===== config.mk =====
export PLATFORM = sky130hd
export DESIGN_NAME = uart_tx_serializer
export DESIGN_NICKNAME = d
export VERILOG_FILES = /design/src/rtl/uart_tx_serializer.sv
export SDC_FILE = /design/constraint.sdc
export NUM_CORES = 1
export LEC_CHECK = 0
export ABC_AREA = 1
export CELL_PAD_IN_SITES_DETAIL_PLACEMENT = 1
export CELL_PAD_IN_SITES_GLOBAL_PLACEMENT = 1
export CORE_MARGIN = 1
export CORE_UTILIZATION = 40
export CTS_CLUSTER_SIZE = 10
export DETAILED_ROUTE_END_ITERATION = 6
export PLACE_DENSITY_LB_ADDON = 0.1
export REMOVE_ABC_BUFFERS = 1
export SYNTH_ARGS = -nofsm -noshare
export SYNTH_HDL_FRONTEND = slang
export SYNTH_SLANG_ARGS = --single-unit

===== constraint.sdc =====
create_clock -name clk_in -period 2.05 [get_ports clk_in]
set_clock_uncertainty 0.05 [all_clocks]
set_input_delay 0.205 -clock clk_in [delete_from_list [all_inputs] [get_ports clk_in]]
set_output_delay 0.205 -clock clk_in [all_outputs]
set_load 0.02 [all_outputs]

===== src/rtl/uart_tx_serializer.sv =====
// uart_tx_serializer: UART transmit serializer (start, 8 data bits LSB first, optional even parity, stop)
// Ports:
//   clk_in        system clock, rising edge
//   rst_n_in      asynchronous active-low reset
//   baud_clk_in   divided clock level; each rising edge is one baud tick
//   tx_data_in    byte to send, latched on acceptance
//   tx_valid_in   byte available
//   tx_ready_out  high exactly in IDLE
//   tx_out        serial line, idles high
//   busy_out      frame in progress
//   done_out      one-cycle pulse when the last stop bit completes
// Configuration: define UART_TX_PARITY_EN to insert an even parity bit after the data bits.
module uart_tx_serializer #(
   parameter int TICKS_PER_BIT = 16,
   parameter int STOP_BITS     = 1
) (
   input  logic       clk_in,
   input  logic       rst_n_in,
   input  logic       baud_clk_in,
   input  logic [7:0] tx_data_in,
   input  logic       tx_valid_in,
   output logic       tx_ready_out,
   output logic       tx_out,
   output logic       busy_out,
   output logic       done_out
);
   typedef enum logic [2:0] {IDLE, START, DATA, PARITY, STOP} state_t;
   state_t     state_q, state_d;
   logic       baud_q;
   logic [7:0] tick_cnt_q, tick_cnt_d;
   logic [7:0] shift_q, shift_d;
   logic [2:0] bit_cnt_q, bit_cnt_d;
   logic       tx_q, tx_d;
   logic       done_q, done_d;
   logic       tick, accept, period_end;
`ifdef UART_TX_PARITY_EN
   logic       par_q, par_d;
`endif

   assign tick       = baud_clk_in & ~baud_q;
   assign accept     = tx_valid_in & (state_q == IDLE);
   assign period_end = tick & (tick_cnt_q == 8'(TICKS_PER_BIT - 1));

   always_ff @(posedge clk_in or negedge rst_n_in) begin
      if (!rst_n_in) begin
         state_q    <= IDLE;
         baud_q     <= 1'b0;
         tick_cnt_q <= 8'd0;
         shift_q    <= 8'd0;
         bit_cnt_q  <= 3'd0;
         tx_q       <= 1'b1;
         done_q     <= 1'b0;
`ifdef UART_TX_PARITY_EN
         par_q      <= 1'b0;
`endif
      end else begin
         state_q    <= state_d;
         baud_q     <= baud_clk_in;
         tick_cnt_q <= tick_cnt_d;
         shift_q    <= shift_d;
         bit_cnt_q  <= bit_cnt_d;
         tx_q       <= tx_d;
         done_q     <= done_d;
`ifdef UART_TX_PARITY_EN
         par_q      <= par_d;
`endif
      end
   end

   always_comb begin
      state_d    = state_q;
      // IDLE holds the counter at zero, so a tick coinciding with acceptance is not counted
      tick_cnt_d = (state_q == IDLE) ? 8'd0 : !tick ? tick_cnt_q : period_end ? 8'd0 : tick_cnt_q + 8'd1;
      shift_d    = shift_q;
      bit_cnt_d  = bit_cnt_q;
      tx_d       = tx_q;
      done_d     = 1'b0;
`ifdef UART_TX_PARITY_EN
      par_d      = par_q;
`endif
      case (state_q)
         IDLE: if (accept) begin
            state_d   = START;
            tx_d      = 1'b0;
            shift_d   = tx_data_in;
            bit_cnt_d = 3'd0;
`ifdef UART_TX_PARITY_EN
            par_d     = ^tx_data_in;
`endif
         end
         START: if (period_end) begin
            state_d = DATA;
            tx_d    = shift_q[0];
         end
         DATA: if (period_end) begin
            shift_d   = shift_q >> 1;
            // wraps 7 -> 0, leaving bit_cnt ready to count stop periods
            bit_cnt_d = bit_cnt_q + 3'd1;
            if (bit_cnt_q == 3'd7) begin
`ifdef UART_TX_PARITY_EN
               state_d = PARITY;
               tx_d    = par_q;
`else
               state_d = STOP;
               tx_d    = 1'b1;
`endif
            end else begin
               tx_d = shift_q[1];
            end
         end
`ifdef UART_TX_PARITY_EN
         PARITY: if (period_end) begin
            state_d   = STOP;
            tx_d      = 1'b1;
            bit_cnt_d = 3'd0;
         end
`endif
         STOP: if (period_end) begin
            if (bit_cnt_q == 3'(STOP_BITS - 1)) begin
               state_d = IDLE;
               done_d  = 1'b1;
            end else begin
               bit_cnt_d = bit_cnt_q + 3'd1;
            end
         end
         default: state_d = IDLE;
      endcase
   end

   assign tx_ready_out = (state_q == IDLE);
   assign busy_out     = (state_q != IDLE);
   assign tx_out       = tx_q;
   assign done_out     = done_q;
endmodule

* Yosys cells after proc, flatten, opt, wreduce, memory -nomap -nowiden
Index checks and enable logic that the tools add are counted.
Widths: inputs -> output; s select.
** Word-level totals
- Register bits after elaboration :: 25
- Input port bits :: 12
- Output and inout port bits :: 4
- Word-level logic and storage cells :: 62
** Operators by class
- $add $sub $neg :: 2
- Eq/ne operators :: 12
- Multiplexer cells :: 26
- Bitwise gates (word level) :: 4
- Reduce and logical (&&, ||, !) cells :: 11
** Operators by type and width (count)
- $mux 8 :: 5
- $mux 3 :: 10
- $pmux 8 s2 :: 1
- $ne 2x2->1 const B :: 6
- $pmux 3 s4 :: 1
- $pmux 3 s3 :: 1
- $reduce_bool 3->1 :: 3
- $add 8x1->8 const B :: 1
- $eq 8x4->1 const B :: 1
- $mux 1 :: 7
- $eq 3x3->1 const B :: 2
- $logic_not 3->1 :: 2
- $reduce_and 6->1 :: 1
- $reduce_and 5->1 :: 1
- $reduce_and 4->1 :: 1
- $reduce_bool 2->1 :: 2
- $add 3x1->3 const B :: 1
- $and 1x1->1 :: 3
- $eq 3x1->1 const B :: 1
- $eq 3x2->1 const B :: 1
- $pmux 1 s3 :: 1
- $reduce_and 3->1 :: 1
- $ne 2x1->1 const B :: 1
- $not 1->1 :: 1

* Longest topological paths before layout
Gate-level depths: netlist of run 1.
- Depth after elaboration :: 6
- Mapped depth :: 9
- Depth with buffers taken out :: 9

* Least setup slack after synthesis of run 1
Ideal clock, no wire load.
- Path type :: flip-flop to flip-flop
- Start :: register state_q[1]
- End :: register tick_cnt_q[7]
- Library setup time :: 0.118 ns
- Arrival :: 1.311 ns
- Required time :: 1.882 ns
- Slack :: 0.570 ns
- Cell stages (with the launch flop) :: 9
- Path buffers :: 0
- Clock period less this slack :: 1.480 ns
- Path through :: dfrtp_1 > inv_2 > nand2_2 > nor2_4 > inv_2 > nand2_4 > nand2_2 > xor2_1 > nor2_1
** Between the ends
- Longest elaborated chain between the ends :: 2
- Elaborated cells on any way between the ends :: 3
- Classes of those cells :: mux (1); reduce/logical (2)
** RTL lines
- from (decl) :: RTL line 28 : state_t state_q, state_d;
- from (signal assigned) :: RTL line 57 : state_q <= state_d;
- $logic_not 3->1 (*)
- named net tx_ready_out :: RTL line 22 : output logic tx_ready_out,
- $mux 8 / $reduce_bool 2->1 (equally long branches)
- to (signal assigned) :: RTL line 59 : tick_cnt_q <= tick_cnt_d;
- to (decl) :: RTL line 30 : logic [7:0] tick_cnt_q, tick_cnt_d;
Mark *: on every way through the listed nets, which the timed path passes. The rest lies on a longest branch.
A chain may end at the register's enable or synchronous reset.

* Final worst setup path of run 1
- Start :: register state_q[1]
- End :: output port busy_out
** Between the ends
- Longest elaborated chain between the ends :: 1
** RTL lines
- $reduce_bool 3->1 :: RTL line 131 : assign busy_out = (state_q != IDLE);
- to (decl) :: RTL line 24 : output logic busy_out,
Every way passes these cells.

==> results of run 1 <==
-- timing repair --
action,4_1_cts,5_1_grt
resized for setup,1,1
pin swaps,1,0
endpoints found under the setup margin,2,1
gates cloned,0,0
buffers inserted,1,0
-- final cells by class --
class | instances | area (um2)
Fill cell | 453 | 1727
Multi-Input combinational cell | 142 | 711.9
Sequential cell | 25 | 628.1
Timing Repair Buffer | 18 | 171.4
Inverter | 25 | 93.84
Tap cell | 46 | 57.56
Clock buffer | 4 | 26.28
-- registers in the layout, indices dropped and copies added (netlist names) --
register,count
tx_out,1
shift_q,8
baud_q,1
done_out,1
tick_cnt_q,8
state_q,3
bit_cnt_q,3
-- final timing paths --
check / from / endpoint / slack [ps]
min in group clk_in: baud_clk_in / baud_q$_DFF_PN0_ / 320
max in group asynchronous: rst_n_in / tx_out$_DFFE_PN1P_ / 1470
max reg2reg: tick_cnt_q[1]$_DFFE_PN0P_ / bit_cnt_q[1]$_DFFE_PN0P_ / 290
min: rst_n_in / tick_cnt_q[7]$_DFFE_PN0P_ / 180
max: state_q[1]$_DFFE_PN0P_ / busy_out / 90
min reg2reg: tx_out$_DFFE_PN1P_ / tx_out$_DFFE_PN1P_ / 420
-- routing by layer --
layer  up-vias  wire [um]
met5         -          0
met4         0         53
met3         4         62
met2        14       1728
met1       619       1594
li1        660          -
-- logic make-up after synthesis --
| kind of cell | after synthesis | synth area share, % |
|---|---|---|
| simple gates | 110 | 35.41 |
| compound gates | 27 | 9.672 |
| buf+inv | 27 | 7.599 |
| flops | 25 | 43.26 |
| fa+ha+maj | 4 | 3.454 |
| xor+xnor | 1 | 0.6046 |
-- placed cells by master, fill, tap and decap left out, types with 4 or more instances in the layout --
| master | synthesis | final |
|---|---|---|
| o21ai_1 | 5 | 5 |
| ha_1 | 4 | 4 |
| nor2_1 | 17 | 17 |
| clkdlybuf4s50_1 | 0 | 14 |
| nand4_1 | 5 | 5 |
| o21ai_0 | 13 | 13 |
| a21oi_1 | 7 | 7 |
| dfrtp_1 | 24 | 23 |
| nand3_1 | 14 | 14 |
| inv_1 | 22 | 22 |
| nand2_1 | 57 | 57 |
| nand2_2 | 4 | 4 |
| nand2_4 | 4 | 4 |
-- where the power goes --
group	leakage, nW	internal (mW)	switching, mW
registers	0.325	0.634	0.0960
clock network	0.0150	0.0763	0.155
logic	0.503	0.317	0.611
total	0.842	1.03	0.862
-- through the flow --
stage | worst slack [ps] | total power [mW] | cells | util, % | hold WS, ps
after global routing | 9.560 | 2.065 | 260 | 49.45 | 187.3
after floorplan | 570.2 | 1.372 | 192 | - | -140.6
after global placement | 256.3 | 1.604 | 255 | 48.46 | 400.8
after detailed placement | 201.4 | 1.661 | 255 | 48.46 | 406.3
after CTS | 31.01 | 1.917 | 260 | 49.41 | 182.9
final | 94.18 | 1.889 | 260 | 49.45 | 182.6
==> flow_metrics.env, run 1 <==
export IMPL_status="finished clean"
export IMPL_slew_violations=0
export IMPL_dieArea_mm2=0.003867
export IMPL_crit_buf_inv=3
export IMPL_grt_remaining_overflow=0
export IMPL_grt_first_pass_wirelength_mm=6.085
export IMPL_clk_pin_slew_worst_paths_ps=140
export IMPL_grt_max_degree=26
export IMPL_r2r_cells=8
export IMPL_grt_busiest_layer="met2"
export IMPL_routed_wl_mm=3.438
export IMPL_vdd_drop_max_mv=0.4295
export IMPL_gr_usage_met3_pct=2.206
export IMPL_cpPeakStageDelay_ps=530
export IMPL_crit_type="reg -> out"
export IMPL_yosysTopAreaCell="dfrtp_1"
export IMPL_setup_violations=0
export IMPL_portBuffers=15
export IMPL_start_kind="register"
export IMPL_via_per_inst=4.988
export IMPL_critical_path_top_delay_family="buffers and inverters"
export IMPL_endpoint_kind="output pin"
export IMPL_tightest_slew_ps=334.7
export IMPL_finalCriticalPeriod_ps=1956
export IMPL_firstDrtPassIters=4
export IMPL_hpwlAfterDp_mm=2.722
export IMPL_synth_common_cells="57 x nand2_1, 24 x dfrtp_1, 22 x inv_1, 17 x nor2_1, 14 x nand3_1"
export IMPL_cts_sinks=25
export IMPL_grtUsageMet2_pct=35.58
export IMPL_drive_gt1_share_pct=10.75
export IMPL_num_rows=21
export IMPL_synthDistinctLibCells=25
export IMPL_synth_edff_count=0
export IMPL_track_usage_pct=19.84
export IMPL_cp_common_cell="inv_2"
export IMPL_dieWidth_um=62.19
export IMPL_netlist_area_mm2=0.001449
export IMPL_grt_antenna_before_repair=0
export IMPL_slowest_stage="clkdlybuf4s50_1"
export IMPL_synth_warnings=0
export IMPL_die_h_um=62.19
export IMPL_clk_path_buf_depth=2
export IMPL_maxCapViolCount=0
export IMPL_path_max_fanout=4
export IMPL_max_freq_ghz=0.5113
export IMPL_yosysSeqAreaShare_pct=43.26
export IMPL_fin_tns_setup_ps=0
export IMPL_crit_required_ps=1790
export IMPL_synth_cells=194
export IMPL_ant_nets=0
export IMPL_crit_arrival_ps=1700
export IMPL_cp_num_cells=5
export IMPL_drc=0
export IMPL_ys_ff_latch=25
export IMPL_coreArea_mm2=0.003416
export IMPL_drtIter0Drc=32
export IMPL_gp_congestion=0.7991
export IMPL_ios=16
export IMPL_ys_flop_type="dfrtp_1"
export IMPL_postPlaceCellArea_mm2=0.001655
export IMPL_post_route_cell_area_mm2=0.001689
export IMPL_p_per_area_mw_per_mm2=1118
export IMPL_cts_hold_buf=0
export IMPL_slew_headroom_pct=77.69
export IMPL_rsz0062_at_grt="false"
export IMPL_start_util_pct=42.42
export IMPL_p_leak_nw=0.8421
export IMPL_grt_util_met1_pct=24.48
export IMPL_cts_root_buf="clkbuf_4"
export IMPL_synth_area_leaders="dfrtp_1 41%, nand2_1 15%, inv_1 5.7%, nand3_1 4.8%, o21ai_0 4.5%"
export IMPL_cts_htree_levels=1
export IMPL_area_growth_pct=16.58
export IMPL_crit_chain="inv_2 > nand2_2 > nor2_4 > inv_2 > clkdlybuf4s50_1"
export IMPL_synthArstFlopShare_pct=100.0
export IMPL_final_net_count=231
export IMPL_hold_violations=0
export IMPL_n_antenna_cell=0
export IMPL_numCtsBuffers=3
export IMPL_clk_latency_ps=320
export IMPL_fin_crit_sh_pct=95.41
export IMPL_avgRoutedWirePerCell_um=13.22
export IMPL_tritoncts="built"
export IMPL_avgSynthCellArea_um2=7.469
export IMPL_vias=1297
export IMPL_synth_most_common_cell="nand2_1"
export IMPL_grt_pass1_vias=1333
export IMPL_hp_class="in -> async"
export IMPL_yosysTopAreaCellShare_pct=41.45
Power figures use the tool's default switching activity.
==> run 2, diff against run 1 <==
--- a/config.mk
+++ b/config.mk
@@ -7,4 +7,5 @@
 export LEC_CHECK = 0
 export ABC_AREA = 1
+export CAP_MARGIN = 15
 export CELL_PAD_IN_SITES_DETAIL_PLACEMENT = 1
 export CELL_PAD_IN_SITES_GLOBAL_PLACEMENT = 1
==> constraint.sdc (replaced) <==
create_clock -name clk_in -period 2.05 [get_ports clk_in]
set_clock_uncertainty 0.05 [all_clocks]
set_input_delay 0.615 -clock clk_in [delete_from_list [all_inputs] [get_ports clk_in]]
set_output_delay 0.615 -clock clk_in [all_outputs]
set_load 0.02 [all_outputs]
==> flow_metrics.env, run 2 (synthesis results as in run 1) <==
export IMPL_seq_power_share_pct=34.9
export IMPL_firstDrtPassIters=6
export IMPL_final_cell_mix="57 x nand2_1, 23 x dfrtp_1, 22 x inv_1"
export IMPL_n_antenna_cell=0
export IMPL_layout_commonest_cell="nand2_1"
export IMPL_fin_crit_sh_pct=96.88
export IMPL_crit_buf_inv=3
export IMPL_portBuffers=15
export IMPL_p_per_area_mw_per_mm2=1139
export IMPL_worst_r2r_setup_slack_ps=250
export IMPL_grt_max_degree=26
export IMPL_p_leak_nw=0.9074
export IMPL_grt_pass1_vias=1486
export IMPL_clk_pin_slew_worst_paths_ps=140
export IMPL_hold_violations=0
export IMPL_status="finished clean"
export IMPL_grt_antenna_before_repair=0
export IMPL_crit_arrival_ps=1320
export IMPL_maxCapViolCount=0
export IMPL_via_per_inst=5.007
export IMPL_routed_wl_mm=3.837
export IMPL_stdcell_count=273
export IMPL_critical_path_top_delay_family="flip-flops"
export IMPL_vias=1367
export IMPL_crit_required_ps=1380
export IMPL_finalCriticalPeriod_ps=1986
export IMPL_tightest_slew_ps=338.3
export IMPL_clk_latency_ps=330
export IMPL_postPlaceCellArea_mm2=0.001730
export IMPL_clkPwrFrac_pct=11.6
export IMPL_internal_power_mw=1.118
export IMPL_p_sw_share_pct=44.98
export IMPL_drtIter0Drc=37
export IMPL_drive_gt1_share_pct=16.74
export IMPL_grt_remaining_overflow=0
export IMPL_start_util_pct=42.42
export IMPL_setup_violations=0
export IMPL_slowest_stage="dfrtp_1"
export IMPL_num_rows=21
export IMPL_gp_congestion=0.8072
export IMPL_cts_sinks=25
export IMPL_ant_nets=0
export IMPL_tritoncts="built"
export IMPL_dieWidth_um=62.19
export IMPL_cpPeakStageDelay_ps=410
export IMPL_numCtsBuffers=3
export IMPL_vdd_drop_max_mv=0.5096
export IMPL_top_regs="shift_q x8, tick_cnt_q x8"
export IMPL_area_growth_pct=23.06
export IMPL_grt_first_pass_wirelength_mm=6.693
export IMPL_post_route_cell_area_mm2=0.001783
export IMPL_drc=0
export IMPL_total_power_mw=2.031
export IMPL_p_sw_mw=0.9138
export IMPL_slew_headroom_pct=77.45
export IMPL_coreArea_mm2=0.003416
export IMPL_comb_power_share_pct=53.5
export IMPL_rsz0062_at_grt="false"
export IMPL_start_kind="register"
export IMPL_slew_violations=0
export IMPL_path_max_fanout=3
export IMPL_crit_type="reg -> out"
export IMPL_hp_class="reg -> reg"
export IMPL_hpwlAfterDp_mm=2.932
export IMPL_fin_tns_setup_ps=0
export IMPL_fillers=455
export IMPL_final_net_count=244
export IMPL_cts_htree_levels=1
export IMPL_crit_chain="inv_1 > nand2_2 > nor2_4 > inv_2 > buf_2"
export IMPL_endpoint_kind="output pin"
export IMPL_avgRoutedWirePerCell_um=14.05
export IMPL_max_freq_ghz=0.5035
export IMPL_ios=16
export IMPL_cts_root_buf="clkbuf_4"
export IMPL_fin_util_pct=52.20
export IMPL_clk_path_buf_depth=2
export IMPL_die_h_um=62.19
export IMPL_dp_cells=265
export IMPL_track_usage_pct=22.17
export IMPL_dieArea_mm2=0.003867
==> run 2: cell count changes in the layout (fill, tap and decap cells not counted) <==
| cell | previous run | this run |
|---|---|---|
| buf_2 | 0 | 2 |
| buf_4 | 3 | 16 |
| clkdlybuf4s50_1 | 14 | 12 |
| nor3_2 | 1 | 0 |
| nor3_4 | 0 | 1 |
==> run 2: metal layers <==
| layer | wire (um) | up-vias | track usage (%) |
|---|---|---|---|
| met4 | 56 | 0 | 6.977 |
| met2 | 1953 | 15 | 40.66 |
| li1 | - | 689 | - |
| met1 | 1763 | 658 | 26.83 |
| met5 | 0 | - | 0 |
| met3 | 63 | 5 | 2.574 |
==> run 2: timing repair <==
item	in CTS	in global routing
buffers inserted	4	0
endpoints found under the setup margin	3	1
hold buffers	0	0
pin swaps	1	0
endpoints found under the hold margin	0	0
resized for setup	10	1
==> run 2: worst paths after layout <==
path / startpoint / end / cells past startpoint
setup / recovery: state_q[0]$_DFFE_PN0P_ / busy_out / 5
hold / removal: tx_out$_DFFE_PN1P_ / tx_out$_DFFE_PN1P_ / 2
setup reg to reg: state_q[0]$_DFFE_PN0P_ / state_q[2]$_DFFE_PN0P_ / 11
hold reg to reg: tx_out$_DFFE_PN1P_ / tx_out$_DFFE_PN1P_ / 2
max in group asynchronous: rst_n_in / tx_out$_DFFE_PN1P_ / 2
min in group asynchronous: rst_n_in / tick_cnt_q[3]$_DFFE_PN0P_ / 2
==> run 2: power by group through the flow <==
stage          combinational, mW  sequential (mW)  clock [mW]
2_1_floorplan              0.654            0.718           0
3_3_place_gp               0.977            0.723           0
3_5_place_dp                1.04            0.729           0
4_1_cts                     1.09            0.711       0.252
5_1_grt                     1.23            0.725       0.265
6_report                    1.09            0.710       0.235
==> run 2: per-stage QoR <==
step | setup slack [ps] | hold WS [ps]
after global routing | 11.70 | 477.7
after floorplan | 398.3 | 269.4
after CTS | 47.58 | 439.7
after global placement | -127.8 | 398.9
final | 63.88 | 437.7
after detailed placement | -219.1 | 420.2
==> run 2: layout make-up <==
cell class / instances / area [um2] / share of cell area, %
Clock buffer: 4 / 26.28 / 1.474
Inverter: 25 / 93.84 / 5.263
Multi-Input combinational cell: 142 / 718.2 / 40.28
Sequential cell: 25 / 628.1 / 35.23
Tap cell: 46 / 57.56 / 3.228
Timing Repair Buffer: 31 / 259.0 / 14.53
==> run 2: worst register-to-register path, stage by stage, from the launching register on <==
cell      delay (ps)
dfrtp_1          380
inv_1             80
nand2_2          110
nor2_4            70
buf_4            130
buf_4            130
buf_4            150
nand2_4           80
a21boi_1         280
nand2_1          120
nand2_1           70
nand2_1           60
==> run 3, diff against run 2 <==
ABC_CLOCK_PERIOD_IN_PS = 2050   (was not set)
SETUP_SLACK_MARGIN = 0.3   (was not set)
==> flow_metrics.env, run 3 (synthesis results as in run 1) <==
export IMPL_route_met2_wl_mm=2.549
export IMPL_dieWidth_um=62.19
export IMPL_tightest_slew_ps=340.3
export IMPL_cts_root_buf="clkbuf_4"
export IMPL_p_per_area_mw_per_mm2=1204
export IMPL_via_per_inst=5.132
export IMPL_numCtsBuffers=3
export IMPL_firstDrtPassIters=5
export IMPL_drtIter0Drc=44
export IMPL_holdWs_ps=398.2
export IMPL_die_h_um=62.19
export IMPL_coreArea_mm2=0.003416
export IMPL_cts_htree_levels=1
export IMPL_maxCapViolCount=0
export IMPL_layout_commonest_cell="nand2_1"
export IMPL_max_freq_ghz=0.5160
export IMPL_worst_r2r_setup_slack_ps=180
export IMPL_top_layer="met4"
export IMPL_slew_headroom_pct=77.31
export IMPL_crit_required_ps=1380
export IMPL_p_leak_nw=1.020
export IMPL_grt_remaining_overflow=0
export IMPL_slowest_stage="dfrtp_1"
export IMPL_grt_first_pass_wirelength_mm=7.038
export IMPL_crit_arrival_ps=1270
export IMPL_n_antenna_cell=0
export IMPL_ant_nets=0
export IMPL_fin_crit_sh_pct=94.53
export IMPL_tritoncts="built"
export IMPL_status="finished clean"
export IMPL_grt_pass1_vias=1537
export IMPL_portBuffers=15
export IMPL_start_util_pct=42.42
export IMPL_clk_latency_ps=340
export IMPL_finalCriticalPeriod_ps=1938
export IMPL_hold_violations=0
export IMPL_num_rows=21
export IMPL_grt_antenna_before_repair=0
export IMPL_clk_path_buf_depth=2
export IMPL_path_max_fanout=3
export IMPL_clk_pin_slew_worst_paths_ps=160
export IMPL_drive_gt1_share_pct=28.51
export IMPL_dieArea_mm2=0.003867
export IMPL_routed_wl_mm=4.721
export IMPL_drc=0
export IMPL_hpwlAfterDp_mm=2.932
export IMPL_final_net_count=259
export IMPL_cpPeakStageDelay_ps=430
export IMPL_top_regs="shift_q x8, tick_cnt_q x8"
export IMPL_stdcell_count=288
export IMPL_avgRoutedWirePerCell_um=16.39
export IMPL_crit_chain="inv_2 > nand2_4 > nor2_4 > inv_2 > buf_6"
export IMPL_cts_hold_buf=0
export IMPL_vias=1478
export IMPL_setup_violations=0
export IMPL_route_met3_wl_um=114
export IMPL_cp_common_cell="inv_2"
export IMPL_track_usage_pct=23.34
export IMPL_endpoint_kind="output pin"
export IMPL_hp_class="in -> reg"
export IMPL_crit_type="reg -> out"
export IMPL_gp_congestion=0.8072
export IMPL_start_kind="register"
export IMPL_slew_violations=0
export IMPL_vdd_drop_max_mv=0.5273
export IMPL_dp_cells=265
export IMPL_met1_length_mm=1.987
export IMPL_fin_util_pct=59.41
export IMPL_area_growth_pct=40.07
export IMPL_final_cell_mix="56 x nand2_1, 29 x buf_4, 22 x dfrtp_1"
export IMPL_grt_max_degree=26
export IMPL_ios=16
export IMPL_rsz0062_at_grt="true"
export IMPL_cts_sinks=25
[run 3: metrics by stage]
step	TNS, ps	worst slack (ps)	power, mW	cell area (um2)
after global placement	-1018	-127.8	1.701	1730
after detailed placement	-2211	-219.1	1.769	1730
after CTS	0	102.4	2.193	1853
after floorplan	0	398.3	1.372	1433
final	0	112.1	2.443	2029
after global routing	0	77.04	2.617	2029
[run 3: final timing paths]
kind | from | endpoint | cells past startpoint
min in group asynchronous | rst_n_in | tick_cnt_q[3]$_DFFE_PN0P_ | 2
setup reg to reg | state_q[0]$_DFFE_PN0P_ | tick_cnt_q[7]$_DFFE_PN0P_ | 13
hold reg to reg | tx_out$_DFFE_PN1P_ | tx_out$_DFFE_PN1P_ | 2
max in group asynchronous | rst_n_in | tx_out$_DFFE_PN1P_ | 2
hold / removal | baud_clk_in | baud_q$_DFF_PN0_ | 1
setup / recovery | state_q[0]$_DFFE_PN0P_ | busy_out | 5
[run 3: per-layer routing]
layer	up-vias	global-route usage [%]
met5	-	0
met4	0	8.721
met3	7	2.757
met2	23	42.58
met1	731	27.87
li1	717	-
[run 3: report_power, final]
| part | switching (mW) | total, mW | internal (mW) |
|---|---|---|---|
| clock network | 0.168 | 0.245 | 0.0765 |
| registers | 0.0843 | 0.718 | 0.633 |
| logic | 0.834 | 1.48 | 0.646 |
| total | 1.09 | 2.44 | 1.36 |
[run 3: timing repair]
| action | in CTS | in global routing |
|---|---|---|
| gates cloned | 0 | 0 |
| endpoints found under the setup margin | 17 | 20 |
| buffers inserted | 9 | 10 |
| hold endpoints to repair | 0 | 0 |
| resized for setup | 26 | 21 |
| pin swaps | 4 | 8 |
[run 3: area by class of cell]
| type | count | area [um2] |
|---|---|---|
| Timing Repair Buffer | 46 | 391.6 |
| Inverter | 25 | 96.34 |
| Multi-Input combinational cell | 142 | 828.3 |
| Fill cell | 437 | 1386 |
| Clock buffer | 4 | 26.28 |
| Sequential cell | 25 | 629.4 |
| Tap cell | 46 | 57.56 |
[run 3: critical path, delay by kind of cell (launching register included)]
family,cells,cell delay [ps]
flops,1,430
buf+inv,3,300
simple gates,2,210
